`config.mk`:
```
export PLATFORM = sky130hd
export DESIGN_NAME = reg_file_flat
export DESIGN_NICKNAME = d
export VERILOG_FILES = /design/src/rtl/reg_file_pkg.sv /design/src/rtl/reg_file_if.sv /design/src/rtl/reg_file_clear_seq.sv /design/src/rtl/reg_file.sv /design/src/flat_wrapper.sv
export SDC_FILE = /design/constraint.sdc
export NUM_CORES = 1
export LEC_CHECK = 0
export ABC_AREA = 0
export BUFFER_PORTS_ARGS = -buffer_cell sky130_fd_sc_hd__buf_2
export CORE_UTILIZATION = 62
export CTS_CLUSTER_DIAMETER = 30
export DETAILED_ROUTE_END_ITERATION = 7
export GPL_ROUTABILITY_DRIVEN = 0
export HOLD_SLACK_MARGIN = 0.15
export PLACE_DENSITY = 0.76
export SLEW_MARGIN = 10
export SYNTH_ARGS = -nofsm -noshare
export SYNTH_HDL_FRONTEND = slang
export SYNTH_SLANG_ARGS = --single-unit
```
`constraint.sdc`:
```
create_clock -name CLK -period 2.3 [get_ports CLK]
set_input_delay 0.46 -clock CLK [delete_from_list [all_inputs] [get_ports CLK]]
set_output_delay 0.46 -clock CLK [all_outputs]
set_load 0.005 [all_outputs]
```
`src/rtl/reg_file_pkg.sv`:
```
// Shared types and sizes for the register file.
// Package rf_pkg: widths, address/data typedefs, sequencer state enum.
package rf_pkg;

    localparam int RF_DATA_W = 8;
    localparam int RF_ADDR_W = 5;

    typedef logic [RF_DATA_W-1:0] rf_data_t;
    typedef logic [RF_ADDR_W-1:0] rf_addr_t;

    typedef enum logic {
        CLEAR = 1'b0,
        RUN   = 1'b1
    } rf_state_t;

endpackage

```
`src/rtl/reg_file_if.sv`:
```
// Register file access bundle between the datapath and the array.
// Signals: DIN, ADRX, ADRY, RF_WR (to array); DX_OUT, DY_OUT, READY (back).
interface reg_file_if #(
    parameter int DATA_W = rf_pkg::RF_DATA_W,
    parameter int ADDR_W = rf_pkg::RF_ADDR_W
);

    logic [DATA_W-1:0] DIN;
    logic [ADDR_W-1:0] ADRX;
    logic [ADDR_W-1:0] ADRY;
    logic              RF_WR;
    logic [DATA_W-1:0] DX_OUT;
    logic [DATA_W-1:0] DY_OUT;
    logic              READY;

    modport master (
        output DIN, ADRX, ADRY, RF_WR,
        input  DX_OUT, DY_OUT, READY
    );

    modport slave (
        input  DIN, ADRX, ADRY, RF_WR,
        output DX_OUT, DY_OUT, READY
    );

endinterface

```
`src/rtl/reg_file_clear_seq.sv`:
```
// Post-reset clear sequencer: walks every address writing zero, then runs.
// Ports: clk_i, rst_i (sync, active-high), clr_we_o, clr_addr_o, ready_o.
module rf_clear_seq
    import rf_pkg::*;
#(
    parameter int ADDR_W = RF_ADDR_W
) (
    input  logic              clk_i,
    input  logic              rst_i,
    output logic              clr_we_o,
    output logic [ADDR_W-1:0] clr_addr_o,
    output logic              ready_o
);

    localparam int          DEPTH = 2 ** ADDR_W;
    localparam [ADDR_W-1:0] LAST  = ADDR_W'(DEPTH - 1);

    rf_state_t         state_q, state_d;
    logic [ADDR_W-1:0] cnt_q, cnt_d;
    logic              ready_q, ready_d;

    always_ff @(posedge clk_i) begin
        if (rst_i) begin
            state_q <= CLEAR;
            cnt_q   <= '0;
            ready_q <= 1'b0;
        end else begin
            state_q <= state_d;
            cnt_q   <= cnt_d;
            ready_q <= ready_d;
        end
    end

    // Exit is decoded from the last address, not from counter wrap.
    always_comb begin
        state_d  = state_q;
        cnt_d    = cnt_q;
        ready_d  = ready_q;
        clr_we_o = 1'b0;
        unique case (state_q)
            CLEAR: begin
                clr_we_o = 1'b1;
                cnt_d    = cnt_q + ADDR_W'(1);
                if (cnt_q == LAST) begin
                    state_d = RUN;
                    ready_d = 1'b1;
                    cnt_d   = '0;
                end
            end
            RUN: begin
                clr_we_o = 1'b0;
            end
            default: begin
                state_d = CLEAR;
                cnt_d   = '0;
                ready_d = 1'b0;
            end
        endcase
    end

    assign clr_addr_o = cnt_q;
    assign ready_o    = ready_q;

endmodule

```
`src/rtl/reg_file.sv`:
```
// Dual-read, single-write register file with post-reset clear sequencer.
// Ports: CLK, RST (sync, active-high), rf (slave: DIN/ADRX/ADRY/RF_WR ->
// DX_OUT/DY_OUT/READY). Optional REG_FILE_BYPASS_EN: write-first forwarding.
module reg_file
    import rf_pkg::*;
#(
    parameter int DATA_W = RF_DATA_W,
    parameter int ADDR_W = RF_ADDR_W
) (
    input  logic       CLK,
    input  logic       RST,
    reg_file_if.slave  rf
);

    localparam int DEPTH = 2 ** ADDR_W;

    logic [DATA_W-1:0] mem_q [DEPTH];

    logic              clr_we;
    logic [ADDR_W-1:0] clr_addr;
    logic              ready;

    logic              we;
    logic [ADDR_W-1:0] waddr;
    logic [DATA_W-1:0] wdata;

    rf_clear_seq #(
        .ADDR_W (ADDR_W)
    ) u_seq (
        .clk_i      (CLK),
        .rst_i      (RST),
        .clr_we_o   (clr_we),
        .clr_addr_o (clr_addr),
        .ready_o    (ready)
    );

    // Clear port owns the array until READY; RF_WR is dropped, not queued.
    always_comb begin
        we    = 1'b0;
        waddr = rf.ADRX;
        wdata = rf.DIN;
        if (clr_we) begin
            we    = 1'b1;
            waddr = clr_addr;
            wdata = '0;
        end else if (ready && rf.RF_WR && !RST) begin
            we = 1'b1;
        end
    end

    always_ff @(posedge CLK) begin
        if (we) begin
            mem_q[waddr] <= wdata;
        end
    end

    always_comb begin
        rf.DX_OUT = '0;
        rf.DY_OUT = '0;
        if (ready) begin
            rf.DX_OUT = mem_q[rf.ADRX];
            rf.DY_OUT = mem_q[rf.ADRY];
`ifdef REG_FILE_BYPASS_EN
            if (rf.RF_WR) begin
                rf.DX_OUT = rf.DIN;
                if (rf.ADRY == rf.ADRX) begin
                    rf.DY_OUT = rf.DIN;
                end
            end
`endif
        end
    end

    assign rf.READY = ready;

endmodule

```
`src/flat_wrapper.sv`:
```
// flat-port wrapper written by rule: the top's interface ports become plain ports
module reg_file_flat import rf_pkg::*;
#(
    parameter int DATA_W = RF_DATA_W,
    parameter int ADDR_W = RF_ADDR_W
)
  (CLK, RST, rf_DIN, rf_ADRX, rf_ADRY, rf_RF_WR, rf_DX_OUT, rf_DY_OUT, rf_READY);
  reg_file_if #(.DATA_W(DATA_W), .ADDR_W(ADDR_W)) rf_i ();
  input  logic CLK;
  input  logic RST;
  input wire logic [$bits(rf_i.DIN)-1:0] rf_DIN;
  input wire logic [$bits(rf_i.ADRX)-1:0] rf_ADRX;
  input wire logic [$bits(rf_i.ADRY)-1:0] rf_ADRY;
  input wire logic [$bits(rf_i.RF_WR)-1:0] rf_RF_WR;
  output wire logic [$bits(rf_i.DX_OUT)-1:0] rf_DX_OUT;
  output wire logic [$bits(rf_i.DY_OUT)-1:0] rf_DY_OUT;
  output wire logic [$bits(rf_i.READY)-1:0] rf_READY;
  assign rf_i.DIN = rf_DIN;
  assign rf_i.ADRX = rf_ADRX;
  assign rf_i.ADRY = rf_ADRY;
  assign rf_i.RF_WR = rf_RF_WR;
  assign rf_DX_OUT = rf_i.DX_OUT;
  assign rf_DY_OUT = rf_i.DY_OUT;
  assign rf_READY = rf_i.READY;
  reg_file #(.DATA_W(DATA_W), .ADDR_W(ADDR_W)) u_core (.CLK(CLK), .RST(RST), .rf(rf_i));
endmodule
```
==> run summary <==
====================================================================================================
Clock tree buffer depth                                                                            3
Count of TritonRoute iterations in the first routing pass                                          5
Psw                                                                                          2.88 mW
Total grt overflow                                                                                 0
RSZ-0062 raised after global routing                                                            true
Reg-to-Reg Start                                                                        u_core.u_seq.state_q
DR WL/cell                                                                                   32.5 um
Tot GR Track Use                                                                               0.364
Combined area of all synthesized cells                                                    12600 um^2
Clock-pin slew reported for the worst setup and hold paths after clock tree synthesis          50 ps
Std-Cell Rows                                                                                     51
Number of primary I/O pins                                                                        38
Net count of the finished layout                                                                 852
Clock root buffer                                                                          clkbuf_16
Highest ir drop seen on vdd                                                                   708 uV
End point of the most critical hold path                                                u_core.u_seq.ready_o
Type of the tightest min-delay check                                                       in -> reg
Setup violation total in the final timing report                                                  16
# hold bufs at CTS                                                                                 0
Clock Sink Count                                                                                 263
Count of cells along the worst register-to-register path                                           5
Failing checks                                                                          negative setup slack
Count of antenna diodes in the layout                                                              0
Endpoint arrival time on the critical path                                                   2300 ps
Commonest non-fill, non-tap cells in the layout                                         256 x edfxtp_1, 117 x mux4_2, 97 x buf_4
Vias in the first global route                                                                  8356
Ratio of routed vias to standard cells                                                          7.34
Layout overhead on the synthesized area                                                        27.0%
Fmax                                                                                         362 MHz
Max cap viols                                                                                      0
Proportion of layout cells with a drive suffix above 1                                         0.494
Power density normalized to cell area                                                    826 nW/um^2
Antenna Violating Nets Remaining                                                                   0
Leakage                                                                                      5.70 nW
Category of the critical setup timing path                                                reg -> out
Setup WS post-layout                                                                         -464 ps
Fin. Hold Viols                                                                                    0
Height of the die                                                                             145 um
Clock buffer count from CTS                                                                       45
Seq pwr share                                                                                  0.400
Overall die area                                                                          20900 um^2
Drc violations                                                                                     0
Post-synth EDFFs                                                                                 256
Sequential Area                                                                            7830 um^2
Initial Util                                                                                   0.640
Largest stage delay on the critical path                                                      500 ps
Later-pin clock latency in the skew report                                                    550 ps
Final number of max-transition violations                                                          0
Reg2Reg Setup Slack                                                                           180 ps
Layout filler cell count                                                                         889
Min-Delay Path Depth                                                                               3
Die W                                                                                         145 um
Number of input and output port buffers inserted                                                  37
Worst Setup Start Kind                                                                          flop
Headroom to the max-slew limit                                                                 0.525
Clock skew after layout                                                                      28.2 ps
Overall power after layout                                                                   13.2 mW
Initial antenna violation count                                                                    0
Overall routed net length                                                                   36700 um
Launch instance of the worst min-delay path                                                      RST
Gate count after technology mapping                                                              674
Measured slew at the worst slew-check pin                                                     713 ps
Final critical-path share of the clock period                                                   1.20
Critical register-to-register path endpoint                                             u_core.mem_q[11][3]
Most used DFF post-synth                                                                    edfxtp_1
Power Internal                                                                               10.3 mW
Hold WS                                                                                       252 ps
Unique masters post-synth                                                                         44
Cell type contributing the most total cell area after synthesis                             edfxtp_1
Highest-delay cell along the critical path                                                    mux4_2
Min Clock Period, post-route                                                                 2760 ps
Net Count, Synth                                                                                 697
Multi-input gate area in the final layout                                                  4840 um^2
Routed vias                                                                                     8291
Required time of the critical path                                                           1840 ps
Fraction of synthesis flops using an asynchronous set or reset pin                                 0
Worst Path Max Fanout                                                                              2
Mean cell area of the mapped netlist                                                       18.7 um^2
Most common cell after layout, fill and taps aside                                          edfxtp_1
Detailed Route Iter0 Violations                                                                 1233
Critical Path, Cell by Cell                                                             mux4_2 > mux2_4 > o221ai_2 > buf_4 > a31oi_2 > buf_2
Clock network fraction of total power                                                          0.526
Ranking of synthesized cells by area                                                    edfxtp_1 61%, mux4_2 19%, mux2_2 2.9%
Top cell type's share of synthesized area                                                      0.609
Outcome                                                                                 finished, violations left
Flip-flop and latch count after synthesis                                                        263
Net switching fraction of the power                                                            0.218
Core footprint                                                                            19700 um^2
Largest net degree at the start of global routing                                                 33
HPWL Detailed                                                                               22700 um
Part of the Yosys area used for sequential elements                                            0.620
Part of the total power dissipated in combinational logic                                      0.074
CTS tree                                                                                       built
H-tree lvl count                                                                                   2
First-pass GRT wire length                                                                  52600 um
Synth Warn #                                                                                       0
Kind of end point of the critical path                                                  primary output
====================================================================================================
## worst max-delay path, delay by kind of cell (launching register included)
kind | cells | cell delay (ps)
multiplexers | 2 | 800
flip-flops | 1 | 380
buffers and inverters | 2 | 340
AO/OA/AOI/OAI | 2 | 240
## power groups by stage
stage	registers [mW]	logic [mW]	clock network (mW)
after CTS	5.28	0.918	6.97
after global routing	5.29	1.01	7.17
after floorplan	5.36	0.541	0
after detailed placement	5.37	0.847	0
after global placement	5.36	0.826	0
final	5.29	0.979	6.97
## Yosys cell counts, types with 2 or more instances
cell type	n
edfxtp_1	256
mux4_2	106
nor2_1	42
mux2_2	33
mux2i_1	27
nand2_1	17
a31oi_1	16
a22oi_1	15
o221ai_1	15
buf_2	14
mux4_1	14
clkbuf_1	13
and2_1	11
o21ai_1	9
a221oi_1	8
buf_4	8
buf_1	7
buf_6	7
dfxtp_1	7
or2_1	5
a21oi_1	4
nor2b_1	4
inv_2	3
nand2b_1	3
nand3_1	3
o21ai_0	3
buf_12	2
ha_1	2
mux2_1	2
nand3b_1	2
nor3_1	2
or2_2	2
## final cells by class
| class | count | area share |
|---|---|---|
| clock buffer | 50 | 0.0714 |
| clock inverter | 32 | 0.0273 |
| inverter | 4 | 0.000937 |
| multi-input combinational | 355 | 0.302 |
| sequential | 263 | 0.488 |
| tap | 265 | 0.0207 |
| timing repair buffer | 160 | 0.0889 |
## how the worst max path moves through the flow
stage	startpoint	endpoint	slack, ps	cells after the start
after floorplan	rf_ADRX[0]	rf_DX_OUT[1]	70	5
after global routing	u_core.mem_q[7][6]	rf_DX_OUT[6]	-500	6
after detailed placement	rf_ADRY[0]	rf_DY_OUT[7]	-480	8
after global placement	rf_ADRY[0]	rf_DY_OUT[7]	-490	8
final	u_core.mem_q[7][6]	rf_DX_OUT[6]	-460	6
after CTS	u_core.mem_q[3][3]	rf_DY_OUT[3]	-470	5
## state kept, by name, indices dropped and copies added, names as in the netlist
name	flops
u_core.mem_q	256
u_core.u_seq.clr_addr_o	5
u_core.u_seq.ready_o	1
u_core.u_seq.state_q	1
## metal layers
metal / global-route usage / part of all wire
met1: 0.461 / 0.33
met2: 0.609 / 0.51
met3: 0.0831 / 0.11
met4: 0.158 / 0.045
met5: 0 / 0
## cells by family after synthesis
family / Yosys count / synth area share
buf+inv: 56 / 0.0281
simple gates: 95 / 0.0354
compound gates: 76 / 0.0430
fa+ha+maj: 2 / 0.00198
flops: 263 / 0.620
mux: 182 / 0.271
## stage by stage
step,std cells,setup WS [ps],TNS [ps],instance area (um^2),utilization
2_1_floorplan,674,68.5,0,12600,-
3_3_place_gp,1041,-491,-9400,13900,0.707
3_5_place_dp,1041,-477,-10220,13900,0.707
4_1_cts,1125,-466,-6560,15800,0.802
5_1_grt,1129,-495,-6950,16000,0.813
6_report,1129,-464,-6570,16000,0.813
## timing repair
item,in CTS,in global routing
endpoints found under the setup margin,16,32
setup buffers,3,5
gates resized for setup,59,34
pin swaps,4,6
endpoints found under the hold margin,0,0
cloned,0,1
Note: power is estimated with default switching activity, not from simulation.
